==> src/rtl/reg_file_pkg.sv <==
// Shared constants and helpers for the multi-port register file.
package reg_file_pkg;

    localparam int DEF_DATA_W = 8;
    localparam int DEF_ADDR_W = 3;
    localparam int DEF_NRD    = 2;
    localparam int DEF_NWR    = 2;

    // Low bit of field idx inside a packed bus of width-bit fields.
    function automatic int slice_lo(input int idx, input int width);
        return idx * width;
    endfunction

endpackage

==> src/rtl/reg_file_wr_arb.sv <==
// Write arbiter: turns the pending write stages plus the late write data
// into one strobe and one data word per register address.
// When several ports hit the same address, the highest port index wins.
module reg_file_wr_arb
    import reg_file_pkg::*;
#(
    parameter int  DATA_W  = DEF_DATA_W,
    parameter int  ADDR_W  = DEF_ADDR_W,
    parameter int  NWR     = DEF_NWR,
    parameter int  ZERO_R0 = 0,
    localparam int DEPTH   = 2**ADDR_W
) (
    input  logic [NWR-1:0]          pend_en_i,
    input  logic [NWR*ADDR_W-1:0]   pend_addr_i,
    input  logic [NWR*DATA_W-1:0]   wr_data_i,
    output logic [DEPTH-1:0]        wr_stb_o,
    output logic [DEPTH*DATA_W-1:0] wr_data_o
);

    // Scan ports low to high per address so the last (highest) match overrides.
    always_comb begin
        // NOTE: both outputs get a default before the loops, so every path assigns them and no latch is inferred.
        wr_stb_o  = '0;
        wr_data_o = '0;
        for (int a = 0; a < DEPTH; a++) begin
            for (int k = 0; k < NWR; k++) begin
                if (pend_en_i[k]
                    && (pend_addr_i[slice_lo(k, ADDR_W) +: ADDR_W] == ADDR_W'(a))
                    && !((ZERO_R0 != 0) && (a == 0))) begin
                    wr_stb_o[a] = 1'b1;
                    wr_data_o[slice_lo(a, DATA_W) +: DATA_W] =
                        wr_data_i[slice_lo(k, DATA_W) +: DATA_W];
                end
            end
        end
    end

endmodule

==> src/rtl/reg_file_np.sv <==
// Multi-port register file with split write (command one edge, data the
// next), optional hard-wired zero register, optional same-edge bypass,
// per-port immediate select and a combinational hazard flag.
module reg_file_np
    import reg_file_pkg::*;
#(
    parameter int DATA_W  = DEF_DATA_W,
    parameter int ADDR_W  = DEF_ADDR_W,
    parameter int NRD     = DEF_NRD,
    parameter int NWR     = DEF_NWR,
    parameter int ZERO_R0 = 0,
    parameter int BYPASS  = 1
) (
    input  logic                  i_CLK,
    input  logic                  i_RST_N,
    input  logic [NRD*ADDR_W-1:0] i_AddrRd,
    input  logic [NRD-1:0]        i_SelImm,
    input  logic [NRD*DATA_W-1:0] i_Imm,
    input  logic [NWR-1:0]        i_WrEn,
    input  logic [NWR*ADDR_W-1:0] i_WrAddr,
    input  logic [NWR*DATA_W-1:0] i_WrData,
    output logic [NRD*DATA_W-1:0] o_RdData,
    output logic [NRD*DATA_W-1:0] o_Show,
    output logic [NRD-1:0]        o_Pending
);

    localparam int DEPTH = 2**ADDR_W;

    logic [DATA_W-1:0]       regs_q [DEPTH];
    logic [NWR-1:0]          pend_en_q;
    logic [NWR*ADDR_W-1:0]   pend_addr_q;
    logic [DEPTH-1:0]        wr_stb;
    logic [DEPTH*DATA_W-1:0] wr_data;
    logic [NRD*DATA_W-1:0]   rd_data_d;
    logic [NRD*DATA_W-1:0]   rd_data_q;

    // Pending stage: hold each write command one edge until its data arrives.
    always_ff @(posedge i_CLK or negedge i_RST_N) begin
        // NOTE: sequential state uses non-blocking assignments so every flop samples pre-edge values.
        if (!i_RST_N) begin
            pend_en_q   <= '0;
            pend_addr_q <= '0;
        end else begin
            pend_en_q   <= i_WrEn;
            pend_addr_q <= i_WrAddr;
        end
    end

    reg_file_wr_arb #(
        .DATA_W  (DATA_W),
        .ADDR_W  (ADDR_W),
        .NWR     (NWR),
        .ZERO_R0 (ZERO_R0)
    ) u_wr_arb (
        .pend_en_i   (pend_en_q),
        .pend_addr_i (pend_addr_q),
        .wr_data_i   (i_WrData),
        .wr_stb_o    (wr_stb),
        .wr_data_o   (wr_data)
    );

    // Register storage: commit the arbitrated write data per address.
    always_ff @(posedge i_CLK or negedge i_RST_N) begin
        if (!i_RST_N) begin
            // NOTE: the whole array is reset because never-written registers must read zero; this keeps it in flops, not RAM.
            for (int a = 0; a < DEPTH; a++) begin
                regs_q[a] <= '0;
            end
        end else begin
            for (int a = 0; a < DEPTH; a++) begin
                if (wr_stb[a]) begin
                    regs_q[a] <= wr_data[slice_lo(a, DATA_W) +: DATA_W];
                end
            end
        end
    end

    for (genvar j = 0; j < NRD; j++) begin : g_rd
        logic [ADDR_W-1:0] addr;
        logic              zero_hit;
        logic [DATA_W-1:0] reg_val;
        logic [DATA_W-1:0] fwd_val;
        logic              hazard;

        assign addr     = i_AddrRd[slice_lo(j, ADDR_W) +: ADDR_W];
        assign zero_hit = (ZERO_R0 != 0) && (addr == '0);
        assign reg_val  = zero_hit ? '0 : regs_q[addr];
        // Address 0 never strobes under ZERO_R0, so the bypass cannot leak a value there.
        assign fwd_val  = ((BYPASS != 0) && wr_stb[addr])
                          ? wr_data[slice_lo(int'(addr), DATA_W) +: DATA_W]
                          : reg_val;

        // Hazard flag: this read address matches a write whose data lands next edge.
        always_comb begin
            hazard = 1'b0;
            for (int k = 0; k < NWR; k++) begin
                if (pend_en_q[k] && (pend_addr_q[slice_lo(k, ADDR_W) +: ADDR_W] == addr)) begin
                    hazard = 1'b1;
                end
            end
            if (zero_hit) begin
                hazard = 1'b0;
            end
        end

        assign o_Pending[j]                             = hazard;
        assign o_Show[slice_lo(j, DATA_W) +: DATA_W]    = reg_val;
        assign rd_data_d[slice_lo(j, DATA_W) +: DATA_W] =
            i_SelImm[j] ? i_Imm[slice_lo(j, DATA_W) +: DATA_W] : fwd_val;
    end

    // Read data register: immediate or (possibly forwarded) register value.
    always_ff @(posedge i_CLK or negedge i_RST_N) begin
        if (!i_RST_N) begin
            rd_data_q <= '0;
        end else begin
            rd_data_q <= rd_data_d;
        end
    end

    assign o_RdData = rd_data_q;

endmodule

==> config.mk <==
export PLATFORM = sky130hd
export DESIGN_NAME = reg_file_np
export DESIGN_NICKNAME = d
export VERILOG_FILES = /design/src/rtl/reg_file_pkg.sv /design/src/rtl/reg_file_wr_arb.sv /design/src/rtl/reg_file_np.sv
export SDC_FILE = /design/constraint.sdc
export NUM_CORES = 1
export LEC_CHECK = 0
export CAP_MARGIN = 5
export CORE_ASPECT_RATIO = 0.6
export CORE_UTILIZATION = 40
export DETAILED_ROUTE_END_ITERATION = 6
export PLACE_DENSITY = 0.66
export SYNTH_ARGS = -nofsm -noshare
export SYNTH_HDL_FRONTEND = slang
export SYNTH_HIERARCHICAL = 1
export SYNTH_SLANG_ARGS = --single-unit
==> constraint.sdc <==
create_clock -name i_CLK -period 2.7 [get_ports i_CLK]
set_input_delay 0.54 -clock i_CLK [delete_from_list [all_inputs] [get_ports i_CLK]]
set_output_delay 0.54 -clock i_CLK [all_outputs]
set_load 0.01 [all_outputs]
; Yosys cells after proc, flatten, opt, wreduce, memory -nomap -nowiden
; Cells that the tools add are included.
[word_totals]
register_bits = 88
elab_cells = 109
out_inout_bits = 34
input_bits = 50
[classes]
n_reduce_logical = 22
bitwise_logic = 2
eq_ne = 18
n_mux = 50
order_cmp = 4
shifts = 2
[ops]
columns = cell, count
row1 = 2-to-1 mux 8 bit, 24
row2 = indexed part select 64 x 7 -> 8 bit, 2
row3 = binary-select mux 8 bit (select 3 bit), 2
row4 = == test 3 bit (second input constant), 8
row5 = 2-to-1 mux 1 bit, 22
row6 = logical AND 1 bit, 20
row7 = == test 3 x 2 -> 1 bit (second input constant), 4
row8 = == test 3 bit, 4
row9 = >= comparator 4 bit (second input constant), 2
row10 = less-than comparator 3 x 4 -> 1 bit (second input constant), 2
row11 = NOT 3 -> 4 bit, 2
row12 = binary-select mux 1 bit (select 3 bit), 2
row13 = == test 3 x 1 -> 1 bit (second input constant), 2
row14 = zero test 3 bit, 2

; Depth between registers and ports, before layout
[logic_depth]
ltp_word = 8
mapped_depth = 9
depth_no_buf = 7

; Cells and area by module
; Netlist, hierarchy kept.
[by_module_without_submodules]
columns = mod, area_per_inst_um2, cells_per_inst, seq_area_each_um2, n_inst
row1 = reg_file_np, 5657.9, 354, 2202.1, 1
row2 = reg_file_wr_arb, 957.2, 119, 0.0, 1

; Least setup slack after synthesis
; No wires, ideal clock.
[synth_path]
path_type = register -> register
startpoint = reg pend_addr_q[3]
endpoint = reg rd_data_q[13] (netlist: o_RdData[13])
setup_ps = 132
path_stages_with_launch = 10
t_arrival_ps = 2270
setup_slack_ps = 298
path_buffers = 3
t_required_ps = 2568
path_cell_list = dfrtp_1 and4bb_2 buf_2 nand2b_1 buf_2 mux4_2 mux2_2 buf_6 mux2i_1 o21ai_1
[synth_between]
elab_chain_cells = 7
word_cells_on_any_way = 37
[synth_rtl]
columns = element, line_no
row1 = "start, declared", reg_file_np.sv:31  ; logic [NWR*ADDR_W-1:0] pend_addr_q;
row2 = "start signal, assigned", reg_file_np.sv:45  ; pend_addr_q <= i_WrAddr;
row3 = == test 3 x 2 -> 1 bit, reg_file_wr_arb.sv:28  ; && (pend_addr_i[slice_lo(k, ADDR_W) +: ADDR_W] == ADDR_W'(a))
row4 = logical AND 1 bit, reg_file_wr_arb.sv:28
row5 = 2-to-1 mux 1 bit, reg_file_wr_arb.sv:27  ; if (pend_en_i[k]
row6 = via wr_stb[2], reg_file_np.sv:32  ; logic [DEPTH-1:0] wr_stb;
row7 = binary-select mux 1 bit (select 3 bit), reg_file_np.sv:89  ; assign fwd_val = ((BYPASS != 0) && wr_stb[addr])
row8 = 2-to-1 mux 1 bit (not written as such), reg_file_np.sv:89
row9 = 2-to-1 mux 8 bit, reg_file_np.sv:90  ; ? wr_data[slice_lo(int'(addr), DATA_W) +: DATA_W]
row10 = 2-to-1 mux 8 bit, reg_file_np.sv:109  ; i_SelImm[j] ? i_Imm[slice_lo(j, DATA_W) +: DATA_W] : fwd_val;
row11 = via rd_data_d[13], reg_file_np.sv:34  ; logic [NRD*DATA_W-1:0] rd_data_d;
row12 = "end signal, assigned", reg_file_np.sv:117  ; rd_data_q <= rd_data_d;
row13 = "end, declared", reg_file_np.sv:35  ; logic [NRD*DATA_W-1:0] rd_data_q;
; The timed path passes the listed nets, and every way through them passes these cells. The select of a mux whose other input is x is not followed.
; A chain may end at the register's enable or synchronous reset.

; Worst setup path after layout
[layout_path]
startpoint = reg pend_addr_q[4]
endpoint = reg rd_data_q[7] (netlist: o_RdData[7])
[layout_between]
word_cells_on_any_way = 37
[layout_lines]
columns = element, line_no
row1 = == test 3 x 1 -> 1 bit, reg_file_wr_arb.sv:28
row2 = logical AND 1 bit, reg_file_wr_arb.sv:28
row3 = 2-to-1 mux 8 bit, reg_file_wr_arb.sv:27
row4 = via wr_data[15], reg_file_np.sv:33  ; logic [DEPTH*DATA_W-1:0] wr_data;
row5 = indexed part select 64 x 7 -> 8 bit, reg_file_np.sv:90
row6 = 2-to-1 mux 8 bit, reg_file_np.sv:90
row7 = 2-to-1 mux 8 bit, reg_file_np.sv:109
row8 = via rd_data_d[7], reg_file_np.sv:34
; The timed path passes the listed nets, and every way through them passes these cells. The select of a mux whose other input is x is not followed.

==> results.md <==
* Count of flip-flops with a built-in enable after synthesis at 0
* Clock tree root driver cell: sky130_fd_sc_hd__clkbuf_16
* Outcome: completed
* Combinational family with the most area after synthesis: multiplexers
* Final Instance Area at 0.008493 mm²
* Cells taking the most area after synthesis: sky130_fd_sc_hd__dfrtp_1, sky130_fd_sc_hd__mux2_2, sky130_fd_sc_hd__mux4_1
* Signal arrival time at the worst endpoint at 2.84 ns
* Core ar. at 0.01577 mm²
* Nature of the critical path endpoint: register
* Number of nets with antenna violations after routing at 0
* Top cell type's share of synthesized area at 33.29%
* Class of the most critical setup path: reg -> reg
* Count of mapped cells out of synthesis at 473
* Count of unresolved DRC violations after routing at 0
* All-Layer GR Usage at 26.45%
* Unrepaired setup endpoints after global routing: no
* Post-Synthesis Net Count at 523
* Post-layout net count at 649
* Met3 GRT Util at 7.308%
* Wire length after detailed routing at 21620 µm
* Maximum number of pins on one net before global-route repair at 52
* FILL cells at 1332
* Seq/Total Area, Yosys at 33.29%
* DPL Wire Length at 15100 µm
* FF/Latch Area at 0.002207 mm²
* Met1 capacity usage during global routing at 35.99%
* Fraction of synthesized area in multiplexers at 44.16%
* Peak ir drop on the vdd network at 0.2942 mV
* Effective utilization at floorplan at 41.96%
* Wire length of the first global-routing pass at 32370 µm
* Fraction of synthesized cell area in xor and xnor cells at 1.589%
* Register bit count reported by yosys at 88
* CP Data Required Time at 2.91 ns
* Total CTS buffers at 9
* Transition time of the tightest slew-check pin at 0.6195 ns
* Final GP Congestion at 0.9444
* Synth Cell Area at 0.006615 mm²
* Yosys top cell by area: sky130_fd_sc_hd__dfrtp_1
* CTS Buffer Depth at 2
* Worst-skew pair later-pin latency at 0.35 ns
* Maximum level of the CTS H-tree at 3
* Total number of placement rows at 35
* Cell area reported after detailed placement at 0.007989 mm²
* Ratio of cells with drive above 1 in the final layout at 43.05%
* Average wire per standard cell at 26.79 µm
* Most Crowded Layer GR: met2
* Global-route met2 utilization at 41.76%
* Highest fanout seen on the critical path at 9
* End of the worst register-to-register path: o_RdData[7]$_DFF_PN0_
* Worst setup skew after layout at 0.008409 ns
* Share of the synthesized area in compound gates (AO/OA/AOI/OAI) at 9.684%
* Die outline height at 101.6 µm
* Number of distinct library cells after synthesis at 31
* Accumulated negative setup slack at 0 ns
* Count of buffers from port buffering at 83
* Reg-to-reg startpoint: pend_addr_q[4]$_DFF_PN0_
* Power density over cell area at 434.8 mW/mm²
* Number of warnings reported in the yosys synthesis log at 6
* Path type of the worst min-delay path: in -> async
* Final setup violation count at 0
* Simple-gate share of the synthesized area at 5.958%
* Area of the multi-input gates at 0.004091 mm²
* Number of antenna violations at the first check in global routing at 0
* Count of endpoints failing hold in the final timing report at 0
* Post-Syn Area per Cell at 13.99 µm²
* Avg Vias per Cell at 6.491
* First-iteration detailed-routing DRC count at 552
* Slew headroom at 58.57%
* Routed vias at 5238
* MaxCap Viol Count at 0
* LEAKAGE at 3.942 nW
* Period minus WS final at 2.626 ns
* Peak Freq at 380.8 MHz
* Final max-slew violation count at 0
* Share of synthesized registers carrying an async set or reset at 100.0%
* Cells on worst reg2reg path at 8
* Fraction of the mapped netlist area in adder cells at 0%
* Crit share post-route at 97.27%
* Chip width at 168.0 µm
* TritonCTS clock tree: yes
* Growth of design area from synthesis to finish at 28.39%
* FF-to-FF setup slack at 0.07 ns
* Clock-pin slew on the worst setup and hold paths at 0.07 ns
* Area of the die at 0.01707 mm²
* Residual overflow from global routing at 0
* Total number of clock tree sinks at 88
* Number of diodes at 0
* Main flop type after synthesis: sky130_fd_sc_hd__dfrtp_1
* Vias in the first global route at 5230
* Nature of the critical path startpoint: register
* IO Count at 84
* Number of optimization iterations in the first detailed-route pass at 5
registers in the layout (all words and copies together), names as in the netlist:
register and flops:
pend_en_q 2, o_RdData 16, pend_addr_q 6, regs_q 64
worst max-delay path by stage:
stage                              to                      from  slack (ns)
2_1_floorplan  o_RdData[13]$_DFF_PN0_  pend_addr_q[3]$_DFF_PN0_        0.30
3_3_place_gp                o_Show[7]               i_AddrRd[2]       -0.25
3_5_place_dp                o_Show[4]               i_AddrRd[2]       -0.26
4_1_cts                    o_Show[10]               i_AddrRd[3]       0.004
5_1_grt         o_RdData[8]$_DFF_PN0_  pend_addr_q[3]$_DFF_PN0_        0.02
6_report        o_RdData[7]$_DFF_PN0_  pend_addr_q[4]$_DFF_PN0_        0.07
per-stage QoR:
stage	power (W)	std cells	hold WS (ns)	util [%]	worst slack, ns
final	0.003693	807	0.1531	53.87	0.07362
after global routing	0.003822	807	0.1897	53.87	0.01890
after CTS	0.003699	803	0.1740	53.46	0.004169
after detailed placement	0.002370	779	0.5085	50.67	-0.2583
after global placement	0.002348	779	0.5029	50.67	-0.2451
after floorplan	0.001979	473	0.2444	-	0.2980
layer usage:
| metal | up-vias | part of all wire (%) |
|---|---|---|
| met4 | 0 | 1.9 |
| met1 | 2681 | 43 |
| met3 | 41 | 9.7 |
| met5 | - | 0 |
| met2 | 334 | 45 |
| li1 | 2182 | - |
area by class of cell:
| cell class | count | area share [%] |
|---|---|---|
| Tap cell | 203 | 2.991 |
| Clock inverter | 6 | 0.7808 |
| Multi-Input combinational cell | 328 | 48.17 |
| Clock buffer | 10 | 2.814 |
| Sequential cell | 88 | 25.99 |
| Timing Repair Buffer | 172 | 19.25 |
synth_stat cells (all sizes together) (2+ instances only):
| library cell | instances |
|---|---|
| clkbuf | 5 |
| nand4 | 5 |
| mux4 | 68 |
| nand4bb | 3 |
| mux2 | 98 |
| nand2 | 18 |
| o21ai | 16 |
| and4b | 3 |
| mux2i | 16 |
| nand4b | 3 |
| xnor2 | 12 |
| dfrtp | 88 |
| nor2 | 8 |
| buf | 52 |
| a22o | 64 |
| nor4bb | 2 |
| nand2b | 7 |
cell usage in the layout, fill, tap and decap left out, types with 9 or more instances in the layout:
| master | count |
|---|---|
| sky130_fd_sc_hd__mux2i_1 | 14 |
| sky130_fd_sc_hd__dfrtp_1 | 84 |
| sky130_fd_sc_hd__buf_4 | 81 |
| sky130_fd_sc_hd__mux4_1 | 33 |
| sky130_fd_sc_hd__o21ai_1 | 16 |
| sky130_fd_sc_hd__xnor2_1 | 12 |
| sky130_fd_sc_hd__dlygate4sd2_1 | 18 |
| sky130_fd_sc_hd__clkbuf_16 | 9 |
| sky130_fd_sc_hd__mux2_2 | 96 |
| sky130_fd_sc_hd__a22o_1 | 64 |
| sky130_fd_sc_hd__mux4_2 | 34 |
| sky130_fd_sc_hd__nand2_1 | 18 |
| sky130_fd_sc_hd__clkdlybuf4s50_1 | 59 |
timing repair:
action / CTS / global route
cloned: 3 / 0
gates resized for setup: 27 / 10
hold buffers: 0 / 0
pin swaps: 0 / 1
setup endpoints to repair: 19 / 11
hold endpoints to repair: 0 / 0
setup buffers: 5 / 4
worst max-delay path: stages (launching register included):
cell                       delay, ns
sky130_fd_sc_hd__dfrtp_2        0.48
sky130_fd_sc_hd__nor4bb_2       0.29
sky130_fd_sc_hd__buf_4          0.22
sky130_fd_sc_hd__nor2_2         0.14
sky130_fd_sc_hd__a22o_1         0.26
sky130_fd_sc_hd__mux4_1         0.51
sky130_fd_sc_hd__mux2_2         0.30
sky130_fd_sc_hd__mux2i_1        0.22
sky130_fd_sc_hd__o21ai_1        0.08
kinds of logic after synthesis:
kind of cell | after synthesis
flip-flops | 88
XOR/XNOR | 12
AND/OR/NAND/NOR | 54
buffers and inverters | 57
multiplexers | 182
AO/OA/AOI/OAI | 80
power breakdown:
part           switching, W  internal [W]
Combinational      0.000401      0.000499
Clock              0.000564      0.000747
Sequential        0.0000720       0.00141
No activity file was read; power rests on OpenSTA's default activity.
